File: config.mk
export PLATFORM = sky130hd
export DESIGN_NAME = t08_mmio_ctrl
export DESIGN_NICKNAME = d
export VERILOG_FILES = /design/src/rtl/t08_mmio_pkg.sv /design/src/rtl/t08_mmio_decode.sv /design/src/rtl/t08_mmio_ctrl.sv
export SDC_FILE = /design/constraint.sdc
export NUM_CORES = 1
export LEC_CHECK = 0
export BUFFER_PORTS_ARGS = -buffer_cell sky130_fd_sc_hd__buf_2
export CORE_AREA = 2 2 131 133
export CTS_BUF_LIST = sky130_fd_sc_hd__clkbuf_4
export DETAILED_ROUTE_END_ITERATION = 12
export DIE_AREA = 0 0 133 135
export HOLD_SLACK_MARGIN = 0.03
export PLACE_DENSITY = 0.74
export SLEW_MARGIN = 20
export SYNTH_ARGS = -nofsm -noshare
export SYNTH_HDL_FRONTEND = slang
export SYNTH_SLANG_ARGS = --single-unit
File: constraint.sdc
create_clock -name clk -period 2 [get_ports clk]
set_input_delay 0.4 -clock clk [delete_from_list [all_inputs] [get_ports clk]]
set_output_delay 0.4 -clock clk [all_outputs]
set_load 0.03 [all_outputs]
File: src/rtl/t08_mmio_pkg.sv
// Shared types for the MMIO controller: FSM states, decode targets and the error read-back word.
package t08_mmio_pkg;

    typedef enum logic [2:0] {IDLE, MEM_REQ, MEM_WAIT, PERIPH, RESP} state_e;
    typedef enum logic [1:0] {TGT_MEM, TGT_PER, TGT_ERR} tgt_e;

    localparam logic [31:0] ERR_WORD = 32'hDEADBEEF;

endpackage

File: src/rtl/t08_mmio_decode.sv
// Combinational address decode: memory window, single-address peripheral slots, or unmapped.
module t08_mmio_decode
    import t08_mmio_pkg::*;
#(
    parameter int                       AW          = 32,
    parameter int                       MEM_DEPTH   = 2048,
    parameter int                       NUM_PERIPH  = 3,
    parameter logic [NUM_PERIPH*AW-1:0] PERIPH_BASE = {AW'(923923), AW'(333333), AW'(121212)}
) (
    input  logic [AW-1:0]         i_addr,
    output tgt_e                  o_tgt,
    output logic [NUM_PERIPH-1:0] o_slot
);

    localparam logic [AW-1:0] MEM_LIM = AW'(MEM_DEPTH);

    logic w_hit;

    // Scan from the top slot down so the lowest matching slot is the one left standing.
    always_comb begin
        o_slot = '0;
        w_hit  = 1'b0;
        for (int k = NUM_PERIPH - 1; k >= 0; k--) begin
            if (i_addr == PERIPH_BASE[k*AW +: AW]) begin
                o_slot    = '0;
                o_slot[k] = 1'b1;
                w_hit     = 1'b1;
            end
        end
        if (i_addr < MEM_LIM)
            o_tgt = TGT_MEM;
        else if (w_hit)
            o_tgt = TGT_PER;
        else
            o_tgt = TGT_ERR;
    end

endmodule

File: src/rtl/t08_mmio_ctrl.sv
// Registered MMIO controller: routes one handler access to memory or a peripheral slot,
// with per-access timeout and error reporting.
module t08_mmio_ctrl
    import t08_mmio_pkg::*;
#(
    parameter int                       DW          = 32,
    parameter int                       AW          = 32,
    parameter int                       MEM_DEPTH   = 2048,
    parameter int                       NUM_PERIPH  = 3,
    parameter logic [NUM_PERIPH*AW-1:0] PERIPH_BASE = {AW'(923923), AW'(333333), AW'(121212)},
    parameter int                       TIMEOUT     = 1024
) (
    input  logic                     clk,
    input  logic                     rst,
    input  logic                     mh_read_i,
    input  logic                     mh_write_i,
    input  logic [AW-1:0]            mh_addr_i,
    input  logic [DW-1:0]            mh_wdata_i,
    output logic [DW-1:0]            mh_rdata_o,
    output logic                     mh_busy_o,
    output logic                     mh_done_o,
    output logic                     mh_err_o,
    output logic                     mem_read_o,
    output logic                     mem_write_o,
    output logic [AW-1:0]            mem_addr_o,
    output logic [DW-1:0]            mem_wdata_o,
    output logic [3:0]               mem_sel_o,
    input  logic [DW-1:0]            mem_rdata_i,
    input  logic                     mem_busy_i,
    output logic [NUM_PERIPH-1:0]    per_sel_o,
    output logic                     per_read_o,
    output logic                     per_write_o,
    output logic [DW-1:0]            per_wdata_o,
    input  logic [NUM_PERIPH*DW-1:0] per_rdata_i,
    input  logic [NUM_PERIPH-1:0]    per_ready_i
);

    localparam int             CW       = (TIMEOUT > 0) ? $clog2(TIMEOUT + 1) : 1;
    localparam logic [CW-1:0]  CNT_MAX  = '1;
    localparam logic [CW-1:0]  TMO_LAST = (TIMEOUT > 0) ? CW'(TIMEOUT - 1) : '0;
    localparam logic [DW-1:0]  ERR_DW   = DW'(ERR_WORD);

    state_e                r_state, w_next;
    logic [AW-1:0]         r_addr;
    logic [DW-1:0]         r_wdata, r_rdata, w_rdata_nxt, w_prd;
    logic                  r_rd, r_wr, r_err;
    logic [NUM_PERIPH-1:0] r_sel, w_slot;
    logic [CW-1:0]         r_cnt;
    tgt_e                  w_tgt;
    logic                  w_req, w_accept, w_cnt_en, w_tmo, w_rdy;
    logic                  w_mem_stb, w_per_stb, w_resp, w_err_nxt, w_ld;

    t08_mmio_decode #(
        .AW          (AW),
        .MEM_DEPTH   (MEM_DEPTH),
        .NUM_PERIPH  (NUM_PERIPH),
        .PERIPH_BASE (PERIPH_BASE)
    ) u_decode (
        .i_addr (mh_addr_i),
        .o_tgt  (w_tgt),
        .o_slot (w_slot)
    );

    assign w_req    = mh_read_i | mh_write_i;
    assign w_accept = (r_state == IDLE) && w_req;
    assign w_cnt_en = (r_state == MEM_REQ) || (r_state == MEM_WAIT) || (r_state == PERIPH);
    assign w_tmo    = (TIMEOUT != 0) && (r_cnt == TMO_LAST);
    assign w_rdy    = |(per_ready_i & r_sel);

    always_comb begin
        w_prd = '0;
        for (int k = 0; k < NUM_PERIPH; k++)
            if (r_sel[k]) w_prd = per_rdata_i[k*DW +: DW];
    end

    always_ff @(posedge clk) begin
        if (rst) r_state <= IDLE;
        else     r_state <= w_next;
    end

    // A real completion in the same cycle as the timeout wins: the target already saw the strobe.
    always_comb begin
        w_next      = r_state;
        w_mem_stb   = 1'b0;
        w_per_stb   = 1'b0;
        w_resp      = 1'b0;
        w_err_nxt   = 1'b0;
        w_ld        = 1'b0;
        w_rdata_nxt = r_rdata;
        unique case (r_state)
            IDLE: begin
                if (w_req) begin
                    if ((mh_read_i && mh_write_i) || (w_tgt == TGT_ERR)) begin
                        w_next      = RESP;
                        w_resp      = 1'b1;
                        w_err_nxt   = 1'b1;
                        w_ld        = 1'b1;
                        w_rdata_nxt = ERR_DW;
                    end else if (w_tgt == TGT_MEM) begin
                        w_next = MEM_REQ;
                    end else begin
                        w_next = PERIPH;
                    end
                end
            end
            MEM_REQ: begin
                w_mem_stb = 1'b1;
                if (w_tmo) begin
                    w_next      = RESP;
                    w_resp      = 1'b1;
                    w_err_nxt   = 1'b1;
                    w_ld        = 1'b1;
                    w_rdata_nxt = ERR_DW;
                end else if (mem_busy_i) begin
                    w_next = MEM_WAIT;
                end
            end
            MEM_WAIT: begin
                if (!mem_busy_i) begin
                    w_next      = RESP;
                    w_resp      = 1'b1;
                    w_ld        = r_rd;
                    w_rdata_nxt = mem_rdata_i;
                end else if (w_tmo) begin
                    w_next      = RESP;
                    w_resp      = 1'b1;
                    w_err_nxt   = 1'b1;
                    w_ld        = 1'b1;
                    w_rdata_nxt = ERR_DW;
                end
            end
            PERIPH: begin
                if (w_rdy) begin
                    w_per_stb   = 1'b1;
                    w_next      = RESP;
                    w_resp      = 1'b1;
                    w_ld        = r_rd;
                    w_rdata_nxt = w_prd;
                end else if (w_tmo) begin
                    w_next      = RESP;
                    w_resp      = 1'b1;
                    w_err_nxt   = 1'b1;
                    w_ld        = 1'b1;
                    w_rdata_nxt = ERR_DW;
                end
            end
            RESP:    w_next = IDLE;
            default: w_next = IDLE;
        endcase
    end

    always_ff @(posedge clk) begin
        if (rst) begin
            r_addr  <= '0;
            r_wdata <= '0;
            r_rdata <= '0;
            r_rd    <= 1'b0;
            r_wr    <= 1'b0;
            r_sel   <= '0;
            r_err   <= 1'b0;
            r_cnt   <= '0;
        end else begin
            if (w_accept) begin
                r_addr  <= mh_addr_i;
                r_wdata <= mh_wdata_i;
                r_rd    <= mh_read_i;
                r_wr    <= mh_write_i;
                r_sel   <= w_slot;
                r_cnt   <= '0;
            end else if (w_cnt_en && (r_cnt != CNT_MAX)) begin
                r_cnt <= r_cnt + CW'(1);
            end
            if (w_ld)   r_rdata <= w_rdata_nxt;
            if (w_resp) r_err   <= w_err_nxt;
        end
    end

    assign mh_rdata_o  = r_rdata;
    assign mh_done_o   = (r_state == RESP);
    assign mh_err_o    = mh_done_o & r_err;
    assign mh_busy_o   = (r_state != IDLE) && (r_state != RESP);
    assign mem_read_o  = w_mem_stb & r_rd;
    assign mem_write_o = w_mem_stb & r_wr;
    assign mem_addr_o  = r_addr;
    assign mem_wdata_o = r_wdata;
    assign mem_sel_o   = 4'b1111;
    assign per_sel_o   = w_per_stb ? r_sel : '0;
    assign per_read_o  = w_per_stb & r_rd;
    assign per_write_o = w_per_stb & r_wr;
    assign per_wdata_o = r_wdata;

endmodule

==> flow_summary_export.csv <==
group,metric,value,unit
critical_path,max_stage_delay,0.37,ns
placement,placed_cell_area,7870,um2
placement,place.gp.congestion,0.880,
critical_path,regToRegSetupSlack,-0.02,ns
critical_path,start_kind,"flip-flop",
placement,dp_hpwl,16.4,mm
sta,max_slew.worst_pin.slew,0.582,ns
die,rows,47,
die,die_area,18000,um2
grt,grt_pass1_wl,32.3,mm
sta,period_share,115,%
routing,antenna_left,0,
outcome,outcome,"finished, violations left",
synth,avgSynthCellArea,7.65,um2
pwr,p_comb_share,23.6,%
routing,drc,0,
synth,synth.area.top_cells,"dfxtp_1 (40%), nand2_1 (12%), a21oi_1 (7.3%)",
sta,rsz0062_at_grt,"yes",
synth,ys_ff_latch,116,
synth,yosysSeqAreaShare,40.2,%
critical_path,crit_type,"reg -> out",
worst_hold_path,hp-start,"mh_wdata_i[20]",
clock_network,clockRootBuffer,"clkbuf_4",
synth,synth_most_common_cell,"nand2_1",
die,core,16400,um2
pwr,seqPwrFrac,44.5,%
sta,fmax,0.435,GHz
placement,place_ws,-0.377,ns
routing,wl_per_cell,16.6,um
routing,drt-initial-drc-count,388,
synth,ys_async_sr_fraction,0,%
layout,fin_nets,1298,
synth,synth_top_area_share,40.2,%
pwr,intPower,3.82,mW
clock_network,htreeDepth,4,
sta,setup_viol,8,
clock_network,clock_sinks,116,
critical_path,critPathCaptureType,"output port",
critical_path,crit_chain,"clkinvlp_4 > nor4b_4 > buf_6 > and2_4 > buf_6",
grt,grt_pass1_vias,6176,
critical_path,r2r-end,"mh_rdata_o[17]",
grt,track_usage,22.9,%
critical_path,cp_max_fo,6,
die,ioPinCount,342,
synth,ys_types,53,
sta,fin_ws,-0.297,ns
grt,antenna_found_initial,7,
routing,dr.pass1.iters,5,
clock_network,ctsHoldBuffers,0,
die,die-height,135,um
job,drv_cap,0,
layout,fillers,1590,
synth,yosys.area.top_type,"dfxtp_1",
sta,finClkSkew,0.0158,ns
routing,viasPerCell,5.09,
critical_path,crit_required,1.60,ns
pwr,power,5.73,mW
clock_network,cts_tree,"built",
layout,drive_gt1_share,46.4,%
synth,syn_inst,754,
clock_network,clock_path_buffers,2,
pwr,power_frac_clock,31.9,%
layout,instances_no_fill,1335,
sta,finalHoldViolations,0,
critical_path,cp_num_buf_inv,3,
sta,fin_crit,2.30,ns
worst_hold_path,min_to,"mem_wdata_o[20]",
sta,fin_tns_setup,-1.61,ns
synth,synthFlopType,"dfxtp_1",
die,die_width,133,um
synth,synth_edf_count,0,
sta,final-max-slew-violation-count,0,
clock_network,path_clk_slew,0.11,ns
sta,holdWs,0.0970,ns
layout,final_core_util,53.0,%
critical_path,cp_data_arrival_time,1.90,ns
critical_path,worst_path_max_delay_cell,"dfxtp_2",
critical_path,crit_family,"buffers and inverters",
layout,final_area,8700,um2
sta,slew_headroom,61.2,%
routing,drt-total-wl,22.2,mm
synth,yosys_warnings,0,
clock_network,cts_buffers,17,
worst_hold_path,hold_class,"in -> reg",
placement,io_buffers,337,
die,start_util,35.2,%
synth,yosys-top-cells-count,"nand2_1 (178), dfxtp_1 (116), a21oi_1 (84)",
grt,grt_overflow,0,
critical_path,r2r_start,"r_state[1]",
outcome,violations,"setup timing",
critical_path,rr_worst_depth,9,
placement,dpl.cell_count,1281,
critical_path,path_depth,5,
routing,vias,6798,
synth,syn_area,5770,um2
critical_path,cpMostUsedCell,"buf_6",
layout,syn2layout_area_growth,50.7,%
pwr,powerDensity,658,nW/um2
pwr,netSwitchingFraction,33.3,%
pwr,p_switching,1.91,mW
grt,grt_max_degree,67,
pwr,leakagePower,4.05,nW
pwr,ir_worst_vdd,0.459,mV
worst_hold_path,min_path_cells,3,
clock_network,clock_latency,0.52,ns
==> how the worst max path moves through the flow <==
stage	startpoint	end	slack, ns
6_report	r_state[1]	per_sel_o[0]	-0.30
3_3_place_gp	mh_addr_i[27]	mh_rdata_o[4]	-0.30
4_1_cts	r_sel[0]	per_sel_o[0]	-0.36
5_1_grt	r_sel[0]	per_sel_o[0]	-0.43
3_5_place_dp	mh_addr_i[27]	mh_rdata_o[17]	-0.38
2_1_floorplan	mh_addr_i[27]	mh_rdata_o[0]	-0.13
==> area by class of cell <==
class / instances / area (um2) / share of cell area (%)
antenna: 5 / 12.5 / 0.144
inverter: 14 / 56.3 / 0.647
timing repair buffer: 415 / 2450 / 28.2
multi-input combinational: 533 / 3270 / 37.6
sequential: 116 / 2330 / 26.8
tap: 220 / 275 / 3.16
clock buffer: 18 / 135 / 1.55
clock inverter: 14 / 163 / 1.87
==> sequential cells by signal, indices dropped and copies added, names as in the netlist <==
name / flops
r_rd: 1
mem_addr_o: 32
r_state: 3
mem_wdata_o: 32
r_cnt: 11
r_err: 1
mh_rdata_o: 32
r_sel: 3
r_wr: 1
==> metal layers <==
layer	part of all wire (%)	global-route usage [%]	routed length (um)
met5	0.081	0	18
met4	1.0	6.15	227
met3	9.5	8.48	2110
met2	50	40.0	11100
met1	39	26.5	8700
==> what timing repair did <==
action / 4_1_cts / 5_1_grt
pin swaps: 5 / 34
resized for setup: 27 / 69
gates cloned: 0 / 2
endpoints found under the setup margin: 34 / 44
setup buffers: 3 / 14
==> power groups by stage <==
stage / combinational [mW] / clock [mW] / sequential, mW
CTS: 1.31 / 1.89 / 2.55
detailed placement: 1.30 / 0 / 2.60
global placement: 1.29 / 0 / 2.60
finish: 1.35 / 1.83 / 2.55
global route: 1.44 / 2.00 / 2.57
floorplan: 0.514 / 0 / 2.88
==> cell families (layout without fill, tap and decap cells) <==
family          after synthesis  in the layout  synth area share [%]
buf+inv                     110            461                  10.0
xor+xnor                      7              7                  1.06
compound gates              234            235                  26.4
flops                       116            116                  40.2
mux                           2              2                 0.347
fa+ha+maj                     1              1                 0.217
simple gates                283            284                  21.7
other cells                   1              9                0.0650
==> layout by cell type, fill, tap and decap left out, types with 6 or more instances in the layout <==
cell type / instances
buf_4: 62
a221oi_2: 21
dfxtp_1: 111
a21oi_2: 6
o21a_1: 26
a22o_1: 8
nand4_1: 7
a311oi_1: 6
nand2_1: 176
inv_1: 12
a21oi_1: 78
buf_6: 19
nor3_1: 6
nor2_1: 44
o21ai_0: 37
buf_2: 327
clkbuf_4: 18
a22oi_1: 32
nand3_1: 8
buf_12: 6
==> worst register-to-register path, delay by kind of cell (launching register included) <==
family                 cells  cell delay [ns]
flip-flops                 1             0.37
AND/OR/NAND/NOR            1             0.35
AO/OA/AOI/OAI              3             0.44
buffers and inverters      5             0.77
No activity file was read; power rests on OpenSTA's default activity.
